### config.mk
export PLATFORM = sky130hd
export DESIGN_NAME = dispensador_troco
export DESIGN_NICKNAME = d
export VERILOG_FILES = /design/src/rtl/dispensador_troco_pkg.sv /design/src/rtl/dispensador_troco_seletor_moeda.sv /design/src/rtl/dispensador_troco.sv
export SDC_FILE = /design/constraint.sdc
export NUM_CORES = 1
export LEC_CHECK = 0
export CORE_AREA = 2 2 48 68
export DETAILED_ROUTE_END_ITERATION = 10
export DIE_AREA = 0 0 50 70
export GPL_ROUTABILITY_DRIVEN = 0
export HOLD_SLACK_MARGIN = 0.06
export SYNTH_ARGS = -nofsm -noshare
export SYNTH_HDL_FRONTEND = slang
export SYNTH_SLANG_ARGS = --single-unit
### constraint.sdc
create_clock -name clk -period 4 [get_ports clk]
set_input_delay 1 -clock clk [delete_from_list [all_inputs] [get_ports clk]]
set_output_delay 1 -clock clk [all_outputs]
set_load 0.03 [all_outputs]
### src/rtl/dispensador_troco_pkg.sv
// dispensador_troco_pkg: state encoding, coin values and default price shared by the change dispenser.
package dispensador_troco_pkg;

    typedef enum logic [1:0] {
        IDLE   = 2'd0,
        SELECT = 2'd1,
        OFFER  = 2'd2,
        DONE   = 2'd3
    } estado_t;

    localparam logic [4:0] MOEDA_5  = 5'd5;
    localparam logic [4:0] MOEDA_10 = 5'd10;
    localparam logic [4:0] MOEDA_20 = 5'd20;

    localparam int PRICE_DEFAULT = 40;

endpackage

### src/rtl/dispensador_troco_seletor_moeda.sv
// seletor_moeda: picks the largest available coin that fits the remainder; flags when none fits.
module seletor_moeda
    import dispensador_troco_pkg::*;
#(
    parameter int SALDO_W = 6,
    parameter int COIN_W  = 5
) (
    input  logic [SALDO_W-1:0] resto,
    input  logic               tem_20,
    input  logic               tem_10,
    input  logic               tem_5,
    output logic [COIN_W-1:0]  moeda,
    output logic               nenhuma
);

    logic cabe_20, cabe_10, cabe_5;

    always_comb begin
        cabe_20 = tem_20 && (32'(resto) >= 32'(MOEDA_20));
        cabe_10 = tem_10 && (32'(resto) >= 32'(MOEDA_10));
        cabe_5  = tem_5  && (32'(resto) >= 32'(MOEDA_5));
        moeda   = cabe_20 ? COIN_W'(MOEDA_20) :
                  cabe_10 ? COIN_W'(MOEDA_10) :
                  cabe_5  ? COIN_W'(MOEDA_5)  : '0;
        nenhuma = !(cabe_20 || cabe_10 || cabe_5);
    end

endmodule

### src/rtl/dispensador_troco.sv
// dispensador_troco: pays sale change as 20/10/5 coins over a valid/ack handshake.
// Optional finite coin stock enabled by defining TROCO_ESTOQUE_EN.
module dispensador_troco
    import dispensador_troco_pkg::*;
#(
    parameter int PRICE   = PRICE_DEFAULT,
    parameter int SALDO_W = 6,
    parameter int COIN_W  = 5
`ifdef TROCO_ESTOQUE_EN
    ,
    parameter int STOCK_INIT = 4
`endif
) (
    input  logic               clk,
    input  logic               reset,
    input  logic               vendeu,
    input  logic [SALDO_W-1:0] saldo,
    output logic               ready,
    output logic [COIN_W-1:0]  moeda_troco,
    output logic               troco_valid,
    input  logic               troco_ack,
    output logic               done,
    output logic               erro
);

    estado_t            estado, prox;
    logic [SALDO_W-1:0] resto;
    logic [COIN_W-1:0]  moeda_sel;
    logic               nenhuma, err_r, aceita;
    logic               tem_20, tem_10, tem_5;

`ifdef TROCO_ESTOQUE_EN
    logic [3:0] est_20, est_10, est_5;

    always_ff @(posedge clk) begin
        if (reset) begin
            est_20 <= 4'(STOCK_INIT);
            est_10 <= 4'(STOCK_INIT);
            est_5  <= 4'(STOCK_INIT);
        end else if (estado == OFFER && troco_ack) begin
            est_20 <= est_20 - 4'(moeda_troco == COIN_W'(MOEDA_20));
            est_10 <= est_10 - 4'(moeda_troco == COIN_W'(MOEDA_10));
            est_5  <= est_5  - 4'(moeda_troco == COIN_W'(MOEDA_5));
        end
    end

    assign tem_20 = est_20 != 4'd0;
    assign tem_10 = est_10 != 4'd0;
    assign tem_5  = est_5  != 4'd0;
`else
    assign tem_20 = 1'b1;
    assign tem_10 = 1'b1;
    assign tem_5  = 1'b1;
`endif

    seletor_moeda #(.SALDO_W(SALDO_W), .COIN_W(COIN_W)) u_seletor (
        .resto   (resto),
        .tem_20  (tem_20),
        .tem_10  (tem_10),
        .tem_5   (tem_5),
        .moeda   (moeda_sel),
        .nenhuma (nenhuma)
    );

    assign aceita      = 32'(saldo) >= PRICE;
    assign ready       = estado == IDLE;
    assign troco_valid = estado == OFFER;
    assign done        = estado == DONE;
    assign erro        = done && err_r;

    always_comb begin
        prox = estado;
        case (estado)
            IDLE:    prox = vendeu ? (aceita ? SELECT : DONE) : IDLE;
            SELECT:  prox = (resto == '0 || nenhuma) ? DONE : OFFER;
            OFFER:   prox = troco_ack ? SELECT : OFFER;
            default: prox = IDLE;
        endcase
    end

    // A zero remainder also reports nenhuma, so it is tested first to avoid a false error.
    always_ff @(posedge clk) begin
        if (reset) begin
            estado      <= IDLE;
            resto       <= '0;
            moeda_troco <= '0;
            err_r       <= 1'b0;
        end else begin
            estado <= prox;
            case (estado)
                IDLE: if (vendeu) begin
                    resto <= aceita ? saldo - SALDO_W'(PRICE) : '0;
                    err_r <= !aceita;
                end
                SELECT: if (resto != '0) begin
                    if (nenhuma) err_r <= 1'b1;
                    else moeda_troco <= moeda_sel;
                end
                OFFER: if (troco_ack) begin
                    resto       <= resto - SALDO_W'(moeda_troco);
                    moeda_troco <= '0;
                end
                default: ;
            endcase
        end
    end

endmodule
* Word level (Yosys, flattened, before mapping)
Cells that the tools add are included.
W data, S select, Z words.
** Storage, ports and cells
- Bits of input ports :: 10
- Logic and storage cells :: 53
- Register bits after elaboration :: 14
** Cells by class
- Magnitude comparators :: 4
- Equality and inequality tests :: 8
- Add/subtract/negate cells :: 2
- Reductions and logical operators :: 15
- Muxes and demuxes :: 20
** Operators with widths (number)
- $mux W5 :: 5
- $mux W6 :: 3
- $pmux W6 S2 :: 1
- $pmux W5 S2 :: 1
- $reduce_and A4 Y1 :: 2
- $ge A6 B3 Y1 const B :: 1
- $ge A6 B4 Y1 const B :: 1
- $ge A6 B5 Y1 const B :: 1
- $ge A6 B6 Y1 const B :: 1
- $logic_not A6 Y1 :: 1
- $mux W2 :: 3
- $ne A2 B2 Y1 const B :: 3
- $pmux W2 S3 :: 1
- $reduce_bool A2 Y1 :: 3
- $reduce_bool A6 Y1 :: 1
- $sub A6 B5 Y6 :: 1
- $sub A6 B6 Y6 const B :: 1
- $eq A2 B2 Y1 const B :: 2
- $mux W1 :: 4
- $ne A2 B1 Y1 const B :: 2
- $logic_or A1 B1 Y1 :: 3
- $mux W3 :: 1
- $reduce_and A3 Y1 :: 1
- $eq A2 B1 Y1 const B :: 1
- other kinds (4) :: 5

* Depth between registers and ports, before layout
- Depth in word-level cells :: 7
- Gate-level depth with buffers :: 8
- Depth with buffers taken out :: 8

* Cells and area by module
From an unflattened synthesis, not the netlist that was laid out.
** Second synthesis, totals
- Cell total of the unflattened synthesis :: 126
- Area total of the unflattened synthesis :: 1037.2 um^2
** Modules (own cells, without submodules)
- dispensador_troco :: instances 1, cells each 111, area an instance 919.6 um^2
- seletor_moeda :: instances 1, cells each 15, area an instance 117.6 um^2

* Least setup slack after synthesis
No wires, ideal clock.
- Path kind :: register to output
- Start :: reg estado[0]
- End :: out ready
- Data required time :: 3.000 ns
- Cell stages (with the launch flop) :: 3
- Data arrival time :: 0.903 ns
- Slack :: 2.097 ns
- Cells stage by stage :: dfxtp_1 buf_4 nor2_1
** On the way
- Longest elaborated chain between the ends :: 1
** RTL lines
- from (decl) :: RTL line dispensador_troco.sv:26 : estado_t estado, prox;
- from (signal assigned) :: RTL line dispensador_troco.sv:89 : estado <= prox;
- $logic_not A2 Y1 :: RTL line dispensador_troco.sv:66 : assign ready = estado == IDLE;
- to (decl) :: RTL line dispensador_troco.sv:18 : output logic ready,
Every way passes these cells.

* Worst setup path after layout
- Start :: reg estado[0]
- End :: out troco_valid
** On the way
- Longest elaborated chain between the ends :: 1
** RTL lines
- $eq A2 B2 Y1 :: RTL line dispensador_troco.sv:67 : assign troco_valid = estado == OFFER;
- to (decl) :: RTL line dispensador_troco.sv:20 : output logic troco_valid,
Every way passes these cells.

==> results.rst <==
.. list-table::
   :header-rows: 1

   * - Metric
     - Value
   * - Switching part of the total
     - 0.382
   * - Most frequent cells after synthesis
     - sky130_fd_sc_hd__nor2_1 (16), sky130_fd_sc_hd__dfxtp_1 (13), sky130_fd_sc_hd__o21ai_0 (12)
   * - Site Rows
     - 24
   * - DRC violation count after routing
     - 0
   * - Initial antenna violation count
     - 0
   * - Sequential element share of the synthesized area
     - 0.275
   * - Cell types occupying the most area after synthesis
     - sky130_fd_sc_hd__dfxtp_1 (28%), sky130_fd_sc_hd__ha_1 (7.9%), sky130_fd_sc_hd__o21ai_0 (6.4%), sky130_fd_sc_hd__nor2_1 (6.4%), sky130_fd_sc_hd__a21oi_1 (5.8%)
   * - Port Buf Inserts
     - 18
   * - Launch instance of the worst register-to-register path
     - resto[0]
   * - Antenna violation net count after detailed routing
     - 0
   * - Fraction of post-synthesis cell area in the top cell type by area
     - 0.275
   * - Number of detailed-routing iterations run before antenna repair
     - 4
   * - Post-synthesis register bit count
     - 13
   * - Most area-hungry cell type in the Yosys netlist
     - sky130_fd_sc_hd__dfxtp_1
   * - GRT Residual Overflow
     - 0
   * - Post-placement worst setup slack
     - 1.29 ns
   * - Number of synthesized flops with an enable pin
     - 0
   * - Layout net count
     - 153
   * - Maximum vdd ir drop
     - 0.115 mV
   * - Worst Max-Slew Pin Slew
     - 0.633 ns
   * - Core region area
     - 0.00297 mm2
   * - Power density over the cells
     - 419 mW/mm2
   * - Number of hold buffers added after CTS
     - 0
   * - Final WS setup
     - 1.29 ns
   * - Syn Nets
     - 136
   * - 1st-iter DRT viols
     - 28
   * - Buffer cell driving the clock tree root
     - sky130_fd_sc_hd__clkbuf_8
   * - Number of buffers inserted to repair setup after CTS
     - 0
   * - Wire length of the first global-routing pass
     - 3.81 mm
   * - Required time of the critical path
     - 3.00 ns
   * - Final clock skew
     - 0.00104 ns
   * - Total chip power
     - 491 uW
   * - Endpoint of the most critical register-to-register path
     - resto[4]
   * - Proportion of power drawn by the clock network
     - 0.245
   * - Gate count of the mapped netlist
     - 119
   * - Post-DP HPWL
     - 1.77 mm
   * - Die area
     - 0.00350 mm2
   * - Critical Path Source
     - estado[0]
   * - Async set-reset flop share out of synthesis
     - 0
   * - Fin Setup TNS
     - 0 ns
   * - Count of synthesis-stage warnings from yosys
     - 0
   * - Final Non-Filler Cells
     - 174
   * - Headroom to the max-slew limit
     - 0.576
   * - MaxCap Viol Count
     - 0
   * - DIE WIDTH
     - 50 um
   * - Total via count after detailed routing
     - 882
   * - Prevailing post-synth register cell
     - sky130_fd_sc_hd__dfxtp_1
   * - Cell Area, Synth
     - 945 um2
   * - Worst R2R Setup Slack
     - 2.08 ns
   * - Largest net degree at the start of global routing
     - 14
   * - Clock latency reported for the late side of the worst-skew pair
     - 0.25 ns
   * - Placed cells
     - 170
   * - Starting Density
     - 0.318
   * - Number of clock sinks
     - 13
   * - Unrepaired setup endpoints after global routing
     - false
   * - Hold Path Depth
     - 2
   * - Crit. End Element
     - output port
   * - Startpoint type of the worst setup path
     - flop
   * - Maximum clock frequency
     - 0.369 GHz
   * - Internal Pwr Total
     - 304 uW
   * - Synthesized area per cell
     - 7.94 um2
   * - Via count of the first global-routing pass
     - 823
   * - Worst setup endpoint
     - troco_valid
   * - Share of cells above drive strength 1
     - 0.0741
   * - Leakage
     - 0.463 nW
   * - Share of power burned in registers
     - 0.345
   * - Clock transition at the registers of the reported paths
     - 0.06 ns
   * - Net switching power
     - 188 uW
   * - Final Setup Violations
     - 0
   * - WL/cell
     - 13.1 um
   * - Start point of the worst hold path
     - moeda_troco[2]
   * - Fin crit period
     - 2.71 ns
   * - Arrival time at the worst endpoint
     - 1.71 ns
   * - CTS H-Tree Depth
     - 1
   * - Inserted Clock Buffers
     - 3
   * - Outcome
     - complete, no violations
   * - Maximum net fanout on the critical path
     - 11
   * - Layout area overhead
     - 24.1%
   * - Number of instances resized during post-cts repair
     - 0
   * - Vert. Die Dim
     - 70 um
   * - Crit share post-route
     - 0.677
   * - Final Hold Violating Endpoints
     - 0
   * - Top-level port count
     - 19
   * - Number of vias per cell
     - 5.07
   * - Fin util
     - 0.394
   * - GRT Overall Usage
     - 0.143
   * - Maximum clock insertion buffer count
     - 2
   * - TritonCTS clock tree
     - done
   * - Number of different library cells in the post-synthesis netlist
     - 34
   * - Diodes inserted
     - 0
   * - Final max-slew violation count
     - 0
   * - Crit Path Class
     - flop to output port
   * - Share of total power in combinational logic
     - 0.411
   * - Class of the tightest hold or removal check
     - flop to flop
   * - Count leader, synth
     - sky130_fd_sc_hd__nor2_1
   * - Number of cells on the worst reg-to-reg path
     - 8
   * - Total detailed-routing wirelength
     - 2.29 mm
## routing by layer
layer  global-route usage  vias to the layer above  share of wire
met1                0.151                      405           0.40
met5                    0                        -              0
li1                     -                      455              -
met4               0.0833                        0          0.026
met3               0.0214                        5          0.027
met2                0.257                       17           0.55
## stage by stage
| step | hold slack (ns) | area [um2] |
|---|---|---|
| global route | 0.518 | 1170 |
| global placement | 0.500 | 1130 |
| detailed placement | 0.489 | 1130 |
| CTS | 0.508 | 1170 |
| floorplan | 0.513 | 945 |
| finish | 0.511 | 1170 |
## worst max-delay path, cell delays in order (launching register included)
cell and delay [ns]:
sky130_fd_sc_hd__dfxtp_1 0.48, sky130_fd_sc_hd__nand2b_4 0.29, sky130_fd_sc_hd__clkinv_8 0.10, sky130_fd_sc_hd__clkdlybuf4s50_1 0.60
## flip-flops by register name, summed over array words and instances, names as in the netlist
register,cells
resto,6
err_r,1
moeda_troco,4
estado,2
## worst min-delay path by stage
stage	to	slack, ns
floorplan	resto[3]	0.51
global placement	moeda_troco[2]	0.50
detailed placement	moeda_troco[2]	0.49
CTS	moeda_troco[2]	0.51
global route	moeda_troco[2]	0.52
finish	moeda_troco[2]	0.51
## power by group through the flow
stage / registers (mW) / logic [mW] / clock network [mW]
3_3_place_gp: 0.172 / 0.196 / 0
4_1_cts: 0.169 / 0.203 / 0.122
6_report: 0.169 / 0.202 / 0.120
2_1_floorplan: 0.168 / 0.153 / 0
5_1_grt: 0.173 / 0.225 / 0.126
3_5_place_dp: 0.171 / 0.200 / 0
## cells by family after synthesis
logic type	count (synthesis)	share of synthesized area
compound gates	34	0.228
xor+xnor	2	0.0185
fa+ha+maj	7	0.101
buf+inv	15	0.0980
flops	13	0.275
mux	3	0.0318
simple gates	45	0.248
## layout by cell type, fill, tap and decap left out, types with 2 or more instances in the layout
master,synthesis,final
sky130_fd_sc_hd__and3_1,2,2
sky130_fd_sc_hd__clkbuf_8,0,3
sky130_fd_sc_hd__mux2i_1,3,3
sky130_fd_sc_hd__dfxtp_1,13,13
sky130_fd_sc_hd__clkdlybuf4s50_1,0,18
sky130_fd_sc_hd__nand2_1,4,4
sky130_fd_sc_hd__o21ai_0,12,12
sky130_fd_sc_hd__a311oi_1,2,2
sky130_fd_sc_hd__nand3_1,4,4
sky130_fd_sc_hd__a21oi_1,11,11
sky130_fd_sc_hd__nand2b_1,3,3
sky130_fd_sc_hd__nor3_1,9,9
sky130_fd_sc_hd__xor2_1,2,2
sky130_fd_sc_hd__a211oi_1,2,2
sky130_fd_sc_hd__o211ai_1,2,2
sky130_fd_sc_hd__inv_1,8,8
sky130_fd_sc_hd__nor2_1,16,16
sky130_fd_sc_hd__ha_1,6,6
## layout make-up
cell class	instances	area (um2)
sequential	13	260
tap	39	48.8
inverter	9	46.3
fill	308	1800
clock buffer	4	45.0
multi-input combinational	91	592
timing repair buffer	18	180
No activity file was read; power rests on OpenSTA's default activity.
